==> config.mk <==
export PLATFORM = sky130hd
export DESIGN_NAME = sdram_req_arb
export DESIGN_NICKNAME = d
export VERILOG_FILES = /design/src/rtl/sdram_req_arb.sv
export SDC_FILE = /design/constraint.sdc
export NUM_CORES = 1
export LEC_CHECK = 0
export ABC_CLOCK_PERIOD_IN_PS = 6900
export BUFFER_PORTS_ARGS = -buffer_cell sky130_fd_sc_hd__buf_2
export CAP_MARGIN = 20
export CORE_MARGIN = 2
export CORE_UTILIZATION = 56
export DETAILED_ROUTE_END_ITERATION = 7
export PLACE_DENSITY = 0.89
export SYNTH_ARGS = -nofsm -noshare
export SYNTH_HDL_FRONTEND = slang
export SYNTH_SLANG_ARGS = --single-unit
==> constraint.sdc <==
create_clock -name clk -period 6.9 [get_ports clk]
set_input_delay 0.345 -clock clk [delete_from_list [all_inputs] [get_ports clk]]
set_output_delay 0.345 -clock clk [all_outputs]
set_load 0.03 [all_outputs]
==> src/rtl/sdram_req_arb.sv <==
// Ring-buffer burst arbiter between an upstream write FIFO, an SDRAM controller and a downstream read FIFO.
// Optional macro SDRAM_ARB_RR_EN selects round-robin arbitration on write/read ties (default: write priority).
module sdram_req_arb #(
    parameter int unsigned ADDR_W      = 22,
    parameter int unsigned BASE_ADDR   = 0,
    parameter int unsigned DEPTH_WORDS = 4096
) (
    input  logic              clk,
    input  logic              rst_n,
    input  logic              sdram_init_done,
    input  logic              sdram_busy,
    input  logic              sdram_wr_ack,
    input  logic              sdram_rd_ack,
    input  logic [8:0]        burst_len,
    input  logic [9:0]        wrfifo_level,
    input  logic [9:0]        rdfifo_space,
    output logic              sdram_wr_req,
    output logic              sdram_rd_req,
    output logic [8:0]        sdwr_byte,
    output logic [8:0]        sdrd_byte,
    output logic [ADDR_W-1:0] wr_addr,
    output logic [ADDR_W-1:0] rd_addr,
    output logic              wrfifo_rd_en,
    output logic              rdfifo_wr_en,
    output logic [ADDR_W:0]   fill,
    output logic              err
);
    localparam int unsigned FILL_W = ADDR_W + 1;
    localparam int unsigned EW     = ADDR_W + 2;

    typedef enum logic [2:0] {
        S_IDLE, S_WREQ, S_WBURST, S_RREQ, S_RBURST, S_WAITIDLE
    } state_t;

    state_t              r_state, w_state_nxt;
    logic [8:0]          r_len, w_len_nxt;
    logic [8:0]          r_cnt, w_cnt_nxt;
    logic [ADDR_W-1:0]   r_wr_ptr, w_wr_ptr_nxt, r_rd_ptr, w_rd_ptr_nxt;
    logic [ADDR_W-1:0]   r_wr_addr, w_wr_addr_nxt, r_rd_addr, w_rd_addr_nxt;
    logic [FILL_W-1:0]   r_fill, w_fill_nxt;
    logic                r_err, w_err_nxt;
    logic                r_wr_req, w_wr_req_nxt, r_rd_req, w_rd_req_nxt;
    logic [8:0]          r_sdwr_byte, w_sdwr_byte_nxt, r_sdrd_byte, w_sdrd_byte_nxt;
    logic                w_start, w_wr_ok, w_rd_ok, w_grant_wr, w_grant_rd;
    logic                w_wr_done, w_rd_done;
    logic [8:0]          w_cnt_inc;

    // Advance a ring pointer by one burst, wrapping at the region size.
    function automatic logic [ADDR_W-1:0] f_adv(input logic [ADDR_W-1:0] p, input logic [8:0] l);
        logic [FILL_W-1:0] s;
        s = FILL_W'(p) + FILL_W'(l);
        if (s >= FILL_W'(DEPTH_WORDS))
            s = s - FILL_W'(DEPTH_WORDS);
        return s[ADDR_W-1:0];
    endfunction

    assign w_start   = sdram_init_done && !sdram_busy && (burst_len != 9'd0);
    assign w_wr_ok   = (wrfifo_level >= 10'(burst_len)) &&
                       ((EW'(r_fill) + EW'(burst_len)) <= EW'(DEPTH_WORDS));
    assign w_rd_ok   = (EW'(r_fill) >= EW'(burst_len)) && (rdfifo_space >= 10'(burst_len));
    assign w_cnt_inc = r_cnt + 9'd1;

`ifdef SDRAM_ARB_RR_EN
    logic r_last_wr, w_last_wr_nxt;
    // On a tie, grant the direction that did not win last time.
    assign w_grant_wr = w_wr_ok && (!w_rd_ok || !r_last_wr);
`else
    assign w_grant_wr = w_wr_ok;
`endif
    assign w_grant_rd = w_rd_ok && !w_grant_wr;

    // Next-state and next-register logic.
    always_comb begin
        w_state_nxt     = r_state;
        w_len_nxt       = r_len;
        w_cnt_nxt       = r_cnt;
        w_wr_ptr_nxt    = r_wr_ptr;
        w_rd_ptr_nxt    = r_rd_ptr;
        w_wr_addr_nxt   = r_wr_addr;
        w_rd_addr_nxt   = r_rd_addr;
        w_fill_nxt      = r_fill;
        w_err_nxt       = r_err;
        w_wr_req_nxt    = r_wr_req;
        w_rd_req_nxt    = r_rd_req;
        w_sdwr_byte_nxt = r_sdwr_byte;
        w_sdrd_byte_nxt = r_sdrd_byte;
        w_wr_done       = 1'b0;
        w_rd_done       = 1'b0;
`ifdef SDRAM_ARB_RR_EN
        w_last_wr_nxt   = r_last_wr;
`endif
        case (r_state)
            S_IDLE: begin
                if (w_start) begin
                    w_len_nxt = burst_len;
                    if (w_grant_wr) begin
                        w_state_nxt     = S_WREQ;
                        w_wr_req_nxt    = 1'b1;
                        w_sdwr_byte_nxt = burst_len;
`ifdef SDRAM_ARB_RR_EN
                        w_last_wr_nxt   = 1'b1;
`endif
                    end else if (w_grant_rd) begin
                        w_state_nxt     = S_RREQ;
                        w_rd_req_nxt    = 1'b1;
                        w_sdrd_byte_nxt = burst_len;
`ifdef SDRAM_ARB_RR_EN
                        w_last_wr_nxt   = 1'b0;
`endif
                    end
                end
            end
            S_WREQ: begin
                if (sdram_wr_ack) begin
                    w_wr_req_nxt = 1'b0;
                    w_cnt_nxt    = 9'd1;
                    if (r_len == 9'd1) w_wr_done = 1'b1;
                    else               w_state_nxt = S_WBURST;
                end
            end
            S_WBURST: begin
                if (sdram_wr_ack && (w_cnt_inc == r_len)) begin
                    w_wr_done = 1'b1;
                end else if (!sdram_busy) begin
                    w_err_nxt   = 1'b1;
                    w_state_nxt = S_IDLE;
                    w_cnt_nxt   = 9'd0;
                end else if (sdram_wr_ack) begin
                    w_cnt_nxt = w_cnt_inc;
                end
            end
            S_RREQ: begin
                if (sdram_rd_ack) begin
                    w_rd_req_nxt = 1'b0;
                    w_cnt_nxt    = 9'd1;
                    if (r_len == 9'd1) w_rd_done = 1'b1;
                    else               w_state_nxt = S_RBURST;
                end
            end
            S_RBURST: begin
                if (sdram_rd_ack && (w_cnt_inc == r_len)) begin
                    w_rd_done = 1'b1;
                end else if (!sdram_busy) begin
                    w_err_nxt   = 1'b1;
                    w_state_nxt = S_IDLE;
                    w_cnt_nxt   = 9'd0;
                end else if (sdram_rd_ack) begin
                    w_cnt_nxt = w_cnt_inc;
                end
            end
            S_WAITIDLE: begin
                if (!sdram_busy) w_state_nxt = S_IDLE;
            end
            default: w_state_nxt = S_IDLE;
        endcase
        // Burst completion: commit pointer and fill together.
        if (w_wr_done) begin
            w_state_nxt   = S_WAITIDLE;
            w_cnt_nxt     = 9'd0;
            w_fill_nxt    = r_fill + FILL_W'(r_len);
            w_wr_ptr_nxt  = f_adv(r_wr_ptr, r_len);
            w_wr_addr_nxt = ADDR_W'(BASE_ADDR) + f_adv(r_wr_ptr, r_len);
        end
        if (w_rd_done) begin
            w_state_nxt   = S_WAITIDLE;
            w_cnt_nxt     = 9'd0;
            w_fill_nxt    = r_fill - FILL_W'(r_len);
            w_rd_ptr_nxt  = f_adv(r_rd_ptr, r_len);
            w_rd_addr_nxt = ADDR_W'(BASE_ADDR) + f_adv(r_rd_ptr, r_len);
        end
    end

    // State and datapath registers.
    always_ff @(posedge clk or negedge rst_n) begin
        if (!rst_n) begin
            r_state     <= S_IDLE;
            r_len       <= 9'd0;
            r_cnt       <= 9'd0;
            r_wr_ptr    <= '0;
            r_rd_ptr    <= '0;
            r_wr_addr   <= ADDR_W'(BASE_ADDR);
            r_rd_addr   <= ADDR_W'(BASE_ADDR);
            r_fill      <= '0;
            r_err       <= 1'b0;
            r_wr_req    <= 1'b0;
            r_rd_req    <= 1'b0;
            r_sdwr_byte <= 9'd0;
            r_sdrd_byte <= 9'd0;
`ifdef SDRAM_ARB_RR_EN
            r_last_wr   <= 1'b0;
`endif
        end else begin
            r_state     <= w_state_nxt;
            r_len       <= w_len_nxt;
            r_cnt       <= w_cnt_nxt;
            r_wr_ptr    <= w_wr_ptr_nxt;
            r_rd_ptr    <= w_rd_ptr_nxt;
            r_wr_addr   <= w_wr_addr_nxt;
            r_rd_addr   <= w_rd_addr_nxt;
            r_fill      <= w_fill_nxt;
            r_err       <= w_err_nxt;
            r_wr_req    <= w_wr_req_nxt;
            r_rd_req    <= w_rd_req_nxt;
            r_sdwr_byte <= w_sdwr_byte_nxt;
            r_sdrd_byte <= w_sdrd_byte_nxt;
`ifdef SDRAM_ARB_RR_EN
            r_last_wr   <= w_last_wr_nxt;
`endif
        end
    end

    assign sdram_wr_req = r_wr_req;
    assign sdram_rd_req = r_rd_req;
    assign sdwr_byte    = r_sdwr_byte;
    assign sdrd_byte    = r_sdrd_byte;
    assign wr_addr      = r_wr_addr;
    assign rd_addr      = r_rd_addr;
    assign fill         = r_fill;
    assign err          = r_err;
    // FIFO strobes follow the acks combinationally, but only inside a burst.
    assign wrfifo_rd_en = sdram_wr_ack && ((r_state == S_WREQ) || (r_state == S_WBURST));
    assign rdfifo_wr_en = sdram_rd_ack && ((r_state == S_RREQ) || (r_state == S_RBURST));

endmodule

==> run summary <==
run status: finished, final reports clean
cell taking the most area after synthesis: dfrtp_1
vias in the first global route: 8,871
fmax: 192 MHz
CP peak stage delay: 0.72 ns
Synth Flop Type: dfrtp_1
Peak VDD IR: 0.235 mV
Slowest cell on crit path: nor4_1
register area share after synthesis: 28.5%
Routed WL per cell: 18.2 µm
share of the synthesized area in the top cell type: 28.5%
Max Cap Viol: 0
I/O Buffers: 124
post-CTS sizing: 0
Worst EP arrival: 5.52 ns
number of synthesized flops with an enable pin: 0
CTS tree: done
Total GRT Usage: 29.6%
number of distinct library cells after synthesis: 79
total number of vias: 9,222
worst-path cell chain: ha_1 > nand3_1 > o31ai_1 > nand4_1 > nor4_1 > a31oi_2 > buf_4 > nor2_1 > a21oi_1 > fa_1 > a21o_1 > a21oi_1 > o21ai_0 > nand3_1 > o211a_1 > nor4_1 > o31a_1 > o21a_1 > o32ai_1 > xor2_1
final hold vios: 0
type of element launching the critical path: flop
WL final: 26,600 µm
average cell area after synthesis: 8.44 µm²
die width: 135 µm
CTS root buffer: clkbuf_16
max-slew violations: 0
mapped cell area: 9580 µm²
unrepaired setup endpoints after global routing: no
die area: 18,200 µm²
met2 usage: 49.2%
Final GP Congestion: 1.02
grt met1 use: 38.5%
htree depth: 3
worst reg2reg setup slack: 1.68 ns
synthesis-to-layout area growth: 11.1%
Worst Clk Skew: 0.0123 ns
FFs w/ async S/R, synth: 100%
Leak: 5.17 nW
Area contributors post-synth: dfrtp_1 28%, ha_1 11%, nand2_1 4.9%
most numerous cell in the Yosys netlist: nand2_1
critical path class: reg -> reg
Syn Inst Count: 1,134
Slew HR: 28.2%
Max Root-Sink Buffers: 2
Num Clock Sinks: 109
DP HPWL: 19,900 µm
Layout fillers: 1,400
setup bufs post-CTS: 0
Core Area: 16,600 µm²
antenna-violating nets left: 0
yosys warns: 0
first-pass GRT wire length: 43,500 µm
Clk Latency, worst-skew pair: 0.37 ns
Pwr per Cell Area: 373 nW/µm²
Final Util: 63.9%
Die Y: 135 µm
post-layout power: 3.97 mW
# rows: 47
DRT Pass-1 Iters: 5
area of the multi-input gates: 6500 µm²
Critical Path End Type: flop
largest net degree at the start of global routing: 56
CTS hold repair buffers: 0
fin crit period: 5.22 ns
Synth top cells by count: 125 x nand2_1, 109 x dfrtp_1, 84 x ha_1
layout cells sized above 1: 15.8%
period utilization: 75.6%
Hold Crit Class: in -> async
vias per cell: 6.33
worst path required time: 7.20 ns
Final nets: 1,355
GRT overflow: 0
Inserted Clock Buffers: 9
syn_nets: 1,257
initial antenna violation count: 0
final-report setup violation count: 0
Starting Density: 57.5%
Yosys reg bits: 109
Residual DRC: 0
layer with the highest usage: met2
I/O pins: 125
Reg clk slew, reported paths: 0.08 ns
GRT met3 Usage: 5.33%
Least-Margin Pin Slew: 1.07 ns
setup_tns: 0 ns
Sequential cell area: 2730 µm²
crit-path max FO: 15
1st-iter DRT viols: 613
==> cell type report <==
class | instances | area share (%)
Multi-Input combinational cell | 935 | 61.1
Sequential cell | 109 | 25.6
Timing Repair Buffer | 129 | 6.19
Tap cell | 220 | 2.59
Clock buffer | 11 | 2.28
Inverter | 48 | 1.69
Clock inverter | 5 | 0.459
Antenna cell | 1 | 0.0235
==> registers in the layout, indices dropped and copies added (netlist names) <==
name and count:
sdwr_byte 9, sdram_wr_req 1, r_cnt 9, wr_addr 22, r_len 9, sdrd_byte 9
rd_addr 22, fill 23, sdram_rd_req 1, err 1, r_state 3
==> critical path, delay by kind of cell, from the launching register on <==
| kind | cells | cell delay, ns |
|---|---|---|
| simple gates | 6 | 1.36 |
| flops | 1 | 0.46 |
| xor+xnor | 1 | 0.17 |
| compound gates | 10 | 2.16 |
| fa+ha+maj | 2 | 0.74 |
| buf+inv | 1 | 0.23 |
==> layer usage <==
| metal | up-vias | wire length [µm] |
|---|---|---|
| met5 | - | 0 |
| met4 | 0 | 756 |
| met3 | 60 | 2220 |
| met2 | 451 | 12600 |
| met1 | 4381 | 11000 |
| li1 | 4330 | - |
==> metrics by stage <==
step                      area (µm²)  setup slack, ns  hold slack [ns]  cells
after global placement         10300             2.00            0.435   1440
after detailed placement       10300             1.82            0.446   1440
final                          10600             1.68           0.0122   1458
after CTS                      10600             1.79           0.0507   1456
after global routing           10600             1.27           0.0875   1457
after floorplan                 9580             1.98           0.0494   1134
==> power breakdown <==
part	internal, mW	switching (mW)	total [mW]
logic	0.883	1.40	2.28
registers	0.821	0.325	1.15
clock network	0.264	0.272	0.537
total	1.97	2.00	3.97
==> cell usage in the layout, fill, tap and decap left out, types with 5 or more instances in the layout <==
master | netlist | layout
nand2_1 | 125 | 125
buf_2 | 1 | 123
dfrtp_1 | 109 | 109
ha_1 | 84 | 84
o21ai_0 | 81 | 81
nor2_1 | 73 | 73
a21oi_1 | 71 | 70
xnor2_1 | 50 | 50
inv_1 | 48 | 48
xor2_1 | 46 | 46
nand3_1 | 37 | 37
mux2_2 | 26 | 26
nand2b_1 | 21 | 21
nor3_1 | 20 | 20
o31ai_1 | 19 | 19
a21o_1 | 18 | 18
and3_1 | 17 | 17
nor4_1 | 16 | 16
a31oi_1 | 16 | 15
nor2b_1 | 14 | 14
o21a_1 | 14 | 14
a211oi_1 | 13 | 13
mux2i_1 | 11 | 11
or4_1 | 10 | 10
nand4_1 | 10 | 10
and2_1 | 10 | 10
or2_2 | 10 | 10
o211ai_1 | 9 | 9
clkbuf_16 | 0 | 9
or3_1 | 7 | 7
o21bai_1 | 7 | 7
o211a_1 | 6 | 6
o2111ai_1 | 5 | 5
nand4b_1 | 5 | 5
and4_1 | 5 | 5
o22ai_1 | 5 | 5
buf_4 | 0 | 5
==> logic make-up after synthesis <==
logic type / Yosys count / share of synthesized area [%]
AO/OA/AOI/OAI: 316 / 22.1
XOR/XNOR: 96 / 8.78
adder cells (fa/ha/maj): 88 / 11.8
flip-flops: 109 / 28.5
multiplexers: 37 / 4.21
buffers and inverters: 90 / 3.70
AND/OR/NAND/NOR: 398 / 20.9
==> final timing paths <==
| path | cells after the start | endpoint | from |
|---|---|---|---|
| setup / recovery | 20 | fill[22] | r_cnt[0] |
| hold / removal | 1 | wr_addr[16] | rst_n |
| setup reg to reg | 20 | fill[22] | r_cnt[0] |
| hold reg to reg | 1 | err | err |
| max in group asynchronous | 2 | r_cnt[4] | rst_n |
| min in group clk | 2 | sdrd_byte[7] | burst_len[7] |
Power figures use the tool's default switching activity.
